### src/rtl/cska_sched_pkg.sv
// Shared types and helpers for the carry-skip adder scheduler.
package cska_sched_pkg;

  localparam int unsigned W_DEFAULT = 16;
  localparam int unsigned BLK_W     = 4;

  typedef enum logic {
    IDLE = 1'b0,
    LOCK = 1'b1
  } state_t;

  // Ceiling log2, never less than 1 so index ports keep a real width.
  function automatic int unsigned clog2(input int unsigned v);
    int unsigned r;
    r = 0;
    for (int unsigned i = 0; i < 32; i++) begin
      if ((64'd1 << i) < 64'(v)) r = i + 1;
    end
    return (r < 1) ? 1 : r;
  endfunction

  // Round-robin search starting after 'last'; returns {found, index}.
  function automatic logic [2:0] rr_next(input logic [3:0] valid,
                                         input logic [1:0] last,
                                         input int unsigned nreq);
    logic [2:0]  r;
    int unsigned t;
    r = '0;
    for (int unsigned k = 1; k <= 4; k++) begin
      t = 32'(last) + k;
      if (t >= nreq) t = t - nreq;
      if (!r[2] && (k <= nreq) && valid[t[1:0]]) r = {1'b1, t[1:0]};
    end
    return r;
  endfunction

endpackage

### src/rtl/cska_core.sv
// Combinational carry-skip adder: 4-bit ripple blocks, block-propagate skips the carry.
module cska_core
  import cska_sched_pkg::*;
#(
  parameter int unsigned W = W_DEFAULT
) (
  input  logic [W-1:0] a,
  input  logic [W-1:0] b,
  input  logic         cin,
  output logic [W-1:0] sum,
  output logic         cout
);

  localparam int unsigned NBLK = (W + BLK_W - 1) / BLK_W;

  always_comb begin
    logic c_blk;
    logic c_rip;
    logic p_blk;
    logic p_bit;
    sum   = '0;
    c_blk = cin;
    c_rip = 1'b0;
    p_blk = 1'b0;
    p_bit = 1'b0;
    for (int unsigned k = 0; k < NBLK; k++) begin
      c_rip = c_blk;
      p_blk = 1'b1;
      for (int unsigned i = 0; i < BLK_W; i++) begin
        if (k * BLK_W + i < W) begin
          p_bit = a[k*BLK_W+i] ^ b[k*BLK_W+i];
          sum[k*BLK_W+i] = p_bit ^ c_rip;
          c_rip = (a[k*BLK_W+i] & b[k*BLK_W+i]) | (p_bit & c_rip);
          p_blk = p_blk & p_bit;
        end
      end
      // Whole block propagates: incoming carry bypasses the ripple chain.
      c_blk = p_blk ? c_blk : c_rip;
    end
    cout = c_blk;
  end

endmodule

### src/rtl/cska_sched.sv
// Round-robin scheduler sharing one carry-skip adder across NREQ multi-word requesters.
// Optional completed-chain counter enabled by macro CSKA_SCHED_STATS_EN.
module cska_sched
  import cska_sched_pkg::*;
#(
  parameter int unsigned NREQ = 2,
  parameter int unsigned W    = W_DEFAULT
) (
  input  logic                     clk,
  input  logic                     rst_n,
  input  logic [NREQ-1:0]          req_valid,
  output logic [NREQ-1:0]          req_ready,
  input  logic [NREQ*W-1:0]        req_a,
  input  logic [NREQ*W-1:0]        req_b,
  input  logic [NREQ-1:0]          req_cin,
  input  logic [NREQ-1:0]          req_last,
  output logic                     res_valid,
  input  logic                     res_ready,
  output logic [W-1:0]             res_sum,
  output logic                     res_cout,
  output logic [clog2(NREQ)-1:0]   res_id,
  output logic                     res_last,
  output logic [31:0]              stat_ops
);

  localparam int unsigned IDW = clog2(NREQ);

  state_t         state_q, state_d;
  logic [IDW-1:0] owner_q, owner_d;
  logic [IDW-1:0] ptr_q, ptr_d;
  logic           carry_q, carry_d;

  logic [2:0]     rr_c;
  logic [IDW-1:0] sel_c;
  logic           sel_ok_c;
  logic           out_free_c;
  logic           accept_c;
  logic [W-1:0]   a_c, b_c, sum_c;
  logic           cin_c, cout_c, last_c;

  // Pick the requester served this cycle and gate its ready on output space.
  always_comb begin
    rr_c       = rr_next(4'(req_valid), 2'(ptr_q), NREQ);
    sel_c      = owner_q;
    sel_ok_c   = 1'b0;
    req_ready  = '0;
    out_free_c = !res_valid || res_ready;
    case (state_q)
      IDLE: begin
        sel_c    = IDW'(rr_c[1:0]);
        sel_ok_c = rr_c[2];
      end
      LOCK: begin
        sel_c    = owner_q;
        sel_ok_c = 1'b1;
      end
      default: ;
    endcase
    if (sel_ok_c && out_free_c && rst_n) req_ready[sel_c] = 1'b1;
    accept_c = req_valid[sel_c] & req_ready[sel_c];
    a_c      = req_a[32'(sel_c)*W +: W];
    b_c      = req_b[32'(sel_c)*W +: W];
    last_c   = req_last[sel_c];
    cin_c    = (state_q == IDLE) ? req_cin[sel_c] : carry_q;
  end

  cska_core #(.W(W)) u_core (
    .a    (a_c),
    .b    (b_c),
    .cin  (cin_c),
    .sum  (sum_c),
    .cout (cout_c)
  );

  // Next-state: lock on a non-final word, release and advance pointer on the final one.
  always_comb begin
    state_d = state_q;
    owner_d = owner_q;
    ptr_d   = ptr_q;
    carry_d = carry_q;
    if (accept_c) begin
      owner_d = sel_c;
      if (last_c) begin
        state_d = IDLE;
        ptr_d   = sel_c;
        carry_d = 1'b0;
      end else begin
        state_d = LOCK;
        carry_d = cout_c;
      end
    end
  end

  always_ff @(posedge clk or negedge rst_n) begin
    if (!rst_n) begin
      state_q <= IDLE;
      owner_q <= '0;
      ptr_q   <= '0;
      carry_q <= 1'b0;
    end else begin
      state_q <= state_d;
      owner_q <= owner_d;
      ptr_q   <= ptr_d;
      carry_q <= carry_d;
    end
  end

  // Result register: loads on accept, holds under backpressure.
  always_ff @(posedge clk or negedge rst_n) begin
    if (!rst_n) begin
      res_valid <= 1'b0;
      res_sum   <= '0;
      res_cout  <= 1'b0;
      res_id    <= '0;
      res_last  <= 1'b0;
    end else if (accept_c) begin
      res_valid <= 1'b1;
      res_sum   <= sum_c;
      res_cout  <= cout_c;
      res_id    <= sel_c;
      res_last  <= last_c;
    end else if (res_ready) begin
      res_valid <= 1'b0;
    end
  end

`ifdef CSKA_SCHED_STATS_EN
  logic [31:0] ops_q;

  always_ff @(posedge clk or negedge rst_n) begin
    if (!rst_n) begin
      ops_q <= '0;
    end else if (res_valid && res_ready && res_last) begin
      ops_q <= ops_q + 32'd1;
    end
  end

  assign stat_ops = ops_q;
`else
  assign stat_ops = '0;
`endif

endmodule

### config.mk
export PLATFORM = sky130hd
export DESIGN_NAME = cska_sched
export DESIGN_NICKNAME = d
export VERILOG_FILES = /design/src/rtl/cska_sched_pkg.sv /design/src/rtl/cska_core.sv /design/src/rtl/cska_sched.sv
export SDC_FILE = /design/constraint.sdc
export NUM_CORES = 1
export LEC_CHECK = 0
export CAP_MARGIN = 0
export CORE_ASPECT_RATIO = 0.6
export CORE_MARGIN = 1
export CORE_UTILIZATION = 40
export CTS_BUF_LIST = sky130_fd_sc_hd__clkbuf_8
export DETAILED_ROUTE_END_ITERATION = 10
export PLACE_DENSITY = 0.83
export SETUP_SLACK_MARGIN = 0.05
export SYNTH_ARGS = -nofsm -noshare
export SYNTH_HDL_FRONTEND = slang
export SYNTH_SLANG_ARGS = --single-unit
### constraint.sdc
create_clock -name clk -period 11.06 [get_ports clk]
set_clock_uncertainty 0.2 [all_clocks]
set_input_delay 1.659 -clock clk [delete_from_list [all_inputs] [get_ports clk]]
set_output_delay 1.659 -clock clk [all_outputs]
set_load 0.05 [all_outputs]
==> results list <==
- Outcome: completed
- Number of flip-flops and latches in the synthesized netlist: 23
* Remaining global-route overflow: 0
* Diodes inserted: 0
* First-pass iteration count of the detailed router: 4
* Via count of the first global-routing pass: 1823
* Category of the worst setup path launch point: input pin
* Final setup violation count: 0
- After technology mapping, the gate count stands at 232.
- Number of placed I/O pins: 127
- Power share of the combinational group: 0.741
* Area occupied by multi-input gates: 1480 um^2
- The placed instances occupy a cell area of 3230 um^2.
* Time the final worst path needs with I/O delays and setup: 10.29 ns
- Across every metal layer, demand over resource in global routing totals 0.176.
* Power share of the sequential group: 0.194
* Total number of H-tree levels: 1
- The cell that appears most often on the critical path is sky130_fd_sc_hd__fa_1.
- Headroom to the max-slew limit came out at 0.648.
* Setup TNS: 0 ns
- Hold_buf cts: 0
- Net switching power: 409 uW
- Total power after layout: 793 uW
- First-pass GRT wire length: 8.33 mm
- Worst hold path class: flip-flop to flip-flop
- Sum of routed wire length over all layers: 5.01 mm
- The kind of cell with the highest combined delay along the critical path is adder cells.
- The die covers 6100 um^2.
* Worst vdd rail ir drop: 0.0000826 V
* Most used flip-flop cell after synthesis: sky130_fd_sc_hd__dfrtp_1
- After detailed routing, the number of remaining DRC violations is 0.
- Of the total power, the share spent switching nets is 0.516.
- Place WS: 0.461 ns
- Clock tree from TritonCTS: done
- Required time at the worst-slack endpoint: 11.02 ns
- Worst-margin pin slew: 0.526 ns
* Clock buffer count from CTS: 3
- Synth top area cells: sky130_fd_sc_hd__dfrtp_1, sky130_fd_sc_hd__fa_1, sky130_fd_sc_hd__buf_4
- Post-cts gate resize count: 0
- Data arrives at the worst endpoint at 10.25 ns.
- Averaged over all synthesized cells, the footprint is 9.96 um^2.
- Number of distinct library cells after synthesis: 36
* Horizontal die dimension: 100 um
- The area growth from synthesis to layout is 41.9%.
- Drt initial violations: 40
* Buffers & Inverters on Critical Path: 3
- Clock-pin slew on the worst setup and hold paths: 0.08 ns
- Setup fix buffers added after clock tree synthesis: 0
- Die extent in y: 60.9 um
- Post-synth top area cell: sky130_fd_sc_hd__dfrtp_1
- The share of synthesized area in the top cell type comes to 0.249.
- Across the run, the number of max-cap violations was 0.
- Counting every sink on the clock net gives 23.
- Of the cells placed in the final design, the portion with a size suffix greater than 1 is 0.114.
* Count of synthesis-stage warnings from yosys: 0
* Power share of the clock group: 0.065
- Routed Antenna Nets: 0
- Register area: 576 um^2
* Count leader, synth: sky130_fd_sc_hd__buf_4
- Post-Layout Cell Count: 405
- The count of endpoints failing hold in the final timing report came to 0.
- Setup repair after global routing missed its margin: no
* Setup slack of the worst register-to-register path: 2.46 ns
- Of all nets on the critical path, the largest fanout is 6.
* Power density cells: 242 nW/um^2
* Via Count: 1815
* Maximum cell stage delay along the critical path: 0.62 ns
- Slew Viols, Final: 0
- Design area: 3280 um^2
- Vias per std cell: 4.48
- At the end of routability-driven placement, the weighted congestion stood at 0.756.
- Commonest cells post-synth: sky130_fd_sc_hd__buf_4, sky130_fd_sc_hd__inv_1, sky130_fd_sc_hd__nand2_1, sky130_fd_sc_hd__dfrtp_1, sky130_fd_sc_hd__mux2_2
- In the synthesized netlist the async set-or-reset flop fraction comes to 1.00.
* Master of the slowest instance on the critical path: sky130_fd_sc_hd__clkdlybuf4s50_1
- Entering global routing, the biggest net connects 25 pins.
- The region available for standard cell placement spans 5570 um^2.
* Filler Cells Inserted: 500
- Clk_lat worst skew: 0.26 ns
- Category of the worst setup path capture point: flip-flop
- No sink is reached through more buffers than the 2 on the longest clock path.
* Total instance count after detailed placement: 401
- Initial Util: 0.415
- Final critical-path setup slack: 0.768 ns
* Part of the Yosys area used for sequential elements: 0.249
* Number of enable-type register cells in the synthesized netlist: 0
* Internal Pwr Total: 384 uW
- The count of buffers added on input and output ports is 94.
* Syn Std Cell Area: 2310 um^2
* Antenna violations before repair: 0
- The worst setup path is of the input pin to flip-flop kind.
- The tightest hold path in the finished design has a slack of 0.287 ns.
- The floorplan has 21 rows.
- The tree is rooted in a sky130_fd_sc_hd__clkbuf_8.
- In the final design database the tool counted 431 nets.
* Final critical-path share of the clock period: 0.931
- In the final routed layout, each cell accounts on average for 12.4 um.
- For this run, the share of the core covered by cells in the final layout is 0.589.
- Once detailed placement completed, the half-perimeter wirelength came to 4.34 mm.
- Highest clock rate: 0.0972 GHz
- Leakage power of the design: 1.53 nW
[worst register-to-register path, delay by kind of cell, from the launching register on]
kind | cells | cell delay (ns)
adder cells (fa/ha/maj) | 16 | 5.65
AND/OR/NAND/NOR | 5 | 0.74
buffers and inverters | 2 | 0.13
flip-flops | 1 | 0.40
multiplexers | 2 | 0.61
AO/OA/AOI/OAI | 4 | 0.75
[worst paths after layout]
| path | startpoint | endpoint | cells after the start |
|---|---|---|---|
| worst max-delay path | req_valid[1] | res_sum[15] | 30 |
| worst min-delay path | res_sum[12] | res_sum[12] | 2 |
| worst max register to register | ptr_q | res_sum[15] | 29 |
| worst min register to register | res_sum[12] | res_sum[12] | 2 |
| max in group asynchronous | rst_n | res_sum[12] | 2 |
| min in group asynchronous | rst_n | res_sum[1] | 2 |
[metal layers]
metal	vias up	global-route usage	share of wire
li1	876	-	-
met4	0	0.0248	0.0058
met3	4	0.0300	0.058
met5	-	0	0
met1	864	0.218	0.44
met2	71	0.337	0.50
[sequential cells by signal, indices dropped and copies added (netlist names)]
name / count
res_sum: 16
carry_q: 1
ptr_q: 1
res_cout: 1
res_id: 1
res_last: 1
res_valid: 1
state_q: 1
[cell usage in the layout (no fill, tap or decap), types with 2 or more instances in the layout]
cell type,instances
sky130_fd_sc_hd__inv_1,30
sky130_fd_sc_hd__clkdlybuf4s50_1,94
sky130_fd_sc_hd__nand2_1,25
sky130_fd_sc_hd__nor2_1,3
sky130_fd_sc_hd__conb_1,32
sky130_fd_sc_hd__fa_1,16
sky130_fd_sc_hd__buf_4,4
sky130_fd_sc_hd__a21oi_1,3
sky130_fd_sc_hd__mux2_1,6
sky130_fd_sc_hd__nand4_1,4
sky130_fd_sc_hd__ha_1,16
sky130_fd_sc_hd__nor2b_1,2
sky130_fd_sc_hd__dfrtp_1,23
sky130_fd_sc_hd__mux2_2,19
sky130_fd_sc_hd__o21ai_1,5
sky130_fd_sc_hd__mux2i_1,12
sky130_fd_sc_hd__clkbuf_8,3
sky130_fd_sc_hd__o21ai_0,10
[layout make-up]
type                       instances  share of cell area
multi-input combinational        171               0.451
timing repair buffer              98               0.296
sequential                        23               0.176
inverter                          29              0.0332
tap                               80              0.0305
clock buffer                       3              0.0126
clock inverter                     1             0.00114
[cell families after synthesis]
| logic type | count (synthesis) | synth area share |
|---|---|---|
| flops | 23 | 0.249 |
| other cells | 1 | 0.00162 |
| buf+inv | 69 | 0.169 |
| simple gates | 39 | 0.0780 |
| compound gates | 28 | 0.0812 |
| fa+ha+maj | 32 | 0.225 |
| mux | 40 | 0.196 |
[power by group through the flow]
stage               sequential, mW  clock [mW]  combinational [mW]
floorplan                    0.267           0               0.309
global placement             0.154           0               0.578
detailed placement           0.156           0               0.593
CTS                          0.155      0.0546               0.595
global route                 0.160      0.0572               0.652
finish                       0.154      0.0518               0.588
Power figures use the tool's default switching activity.
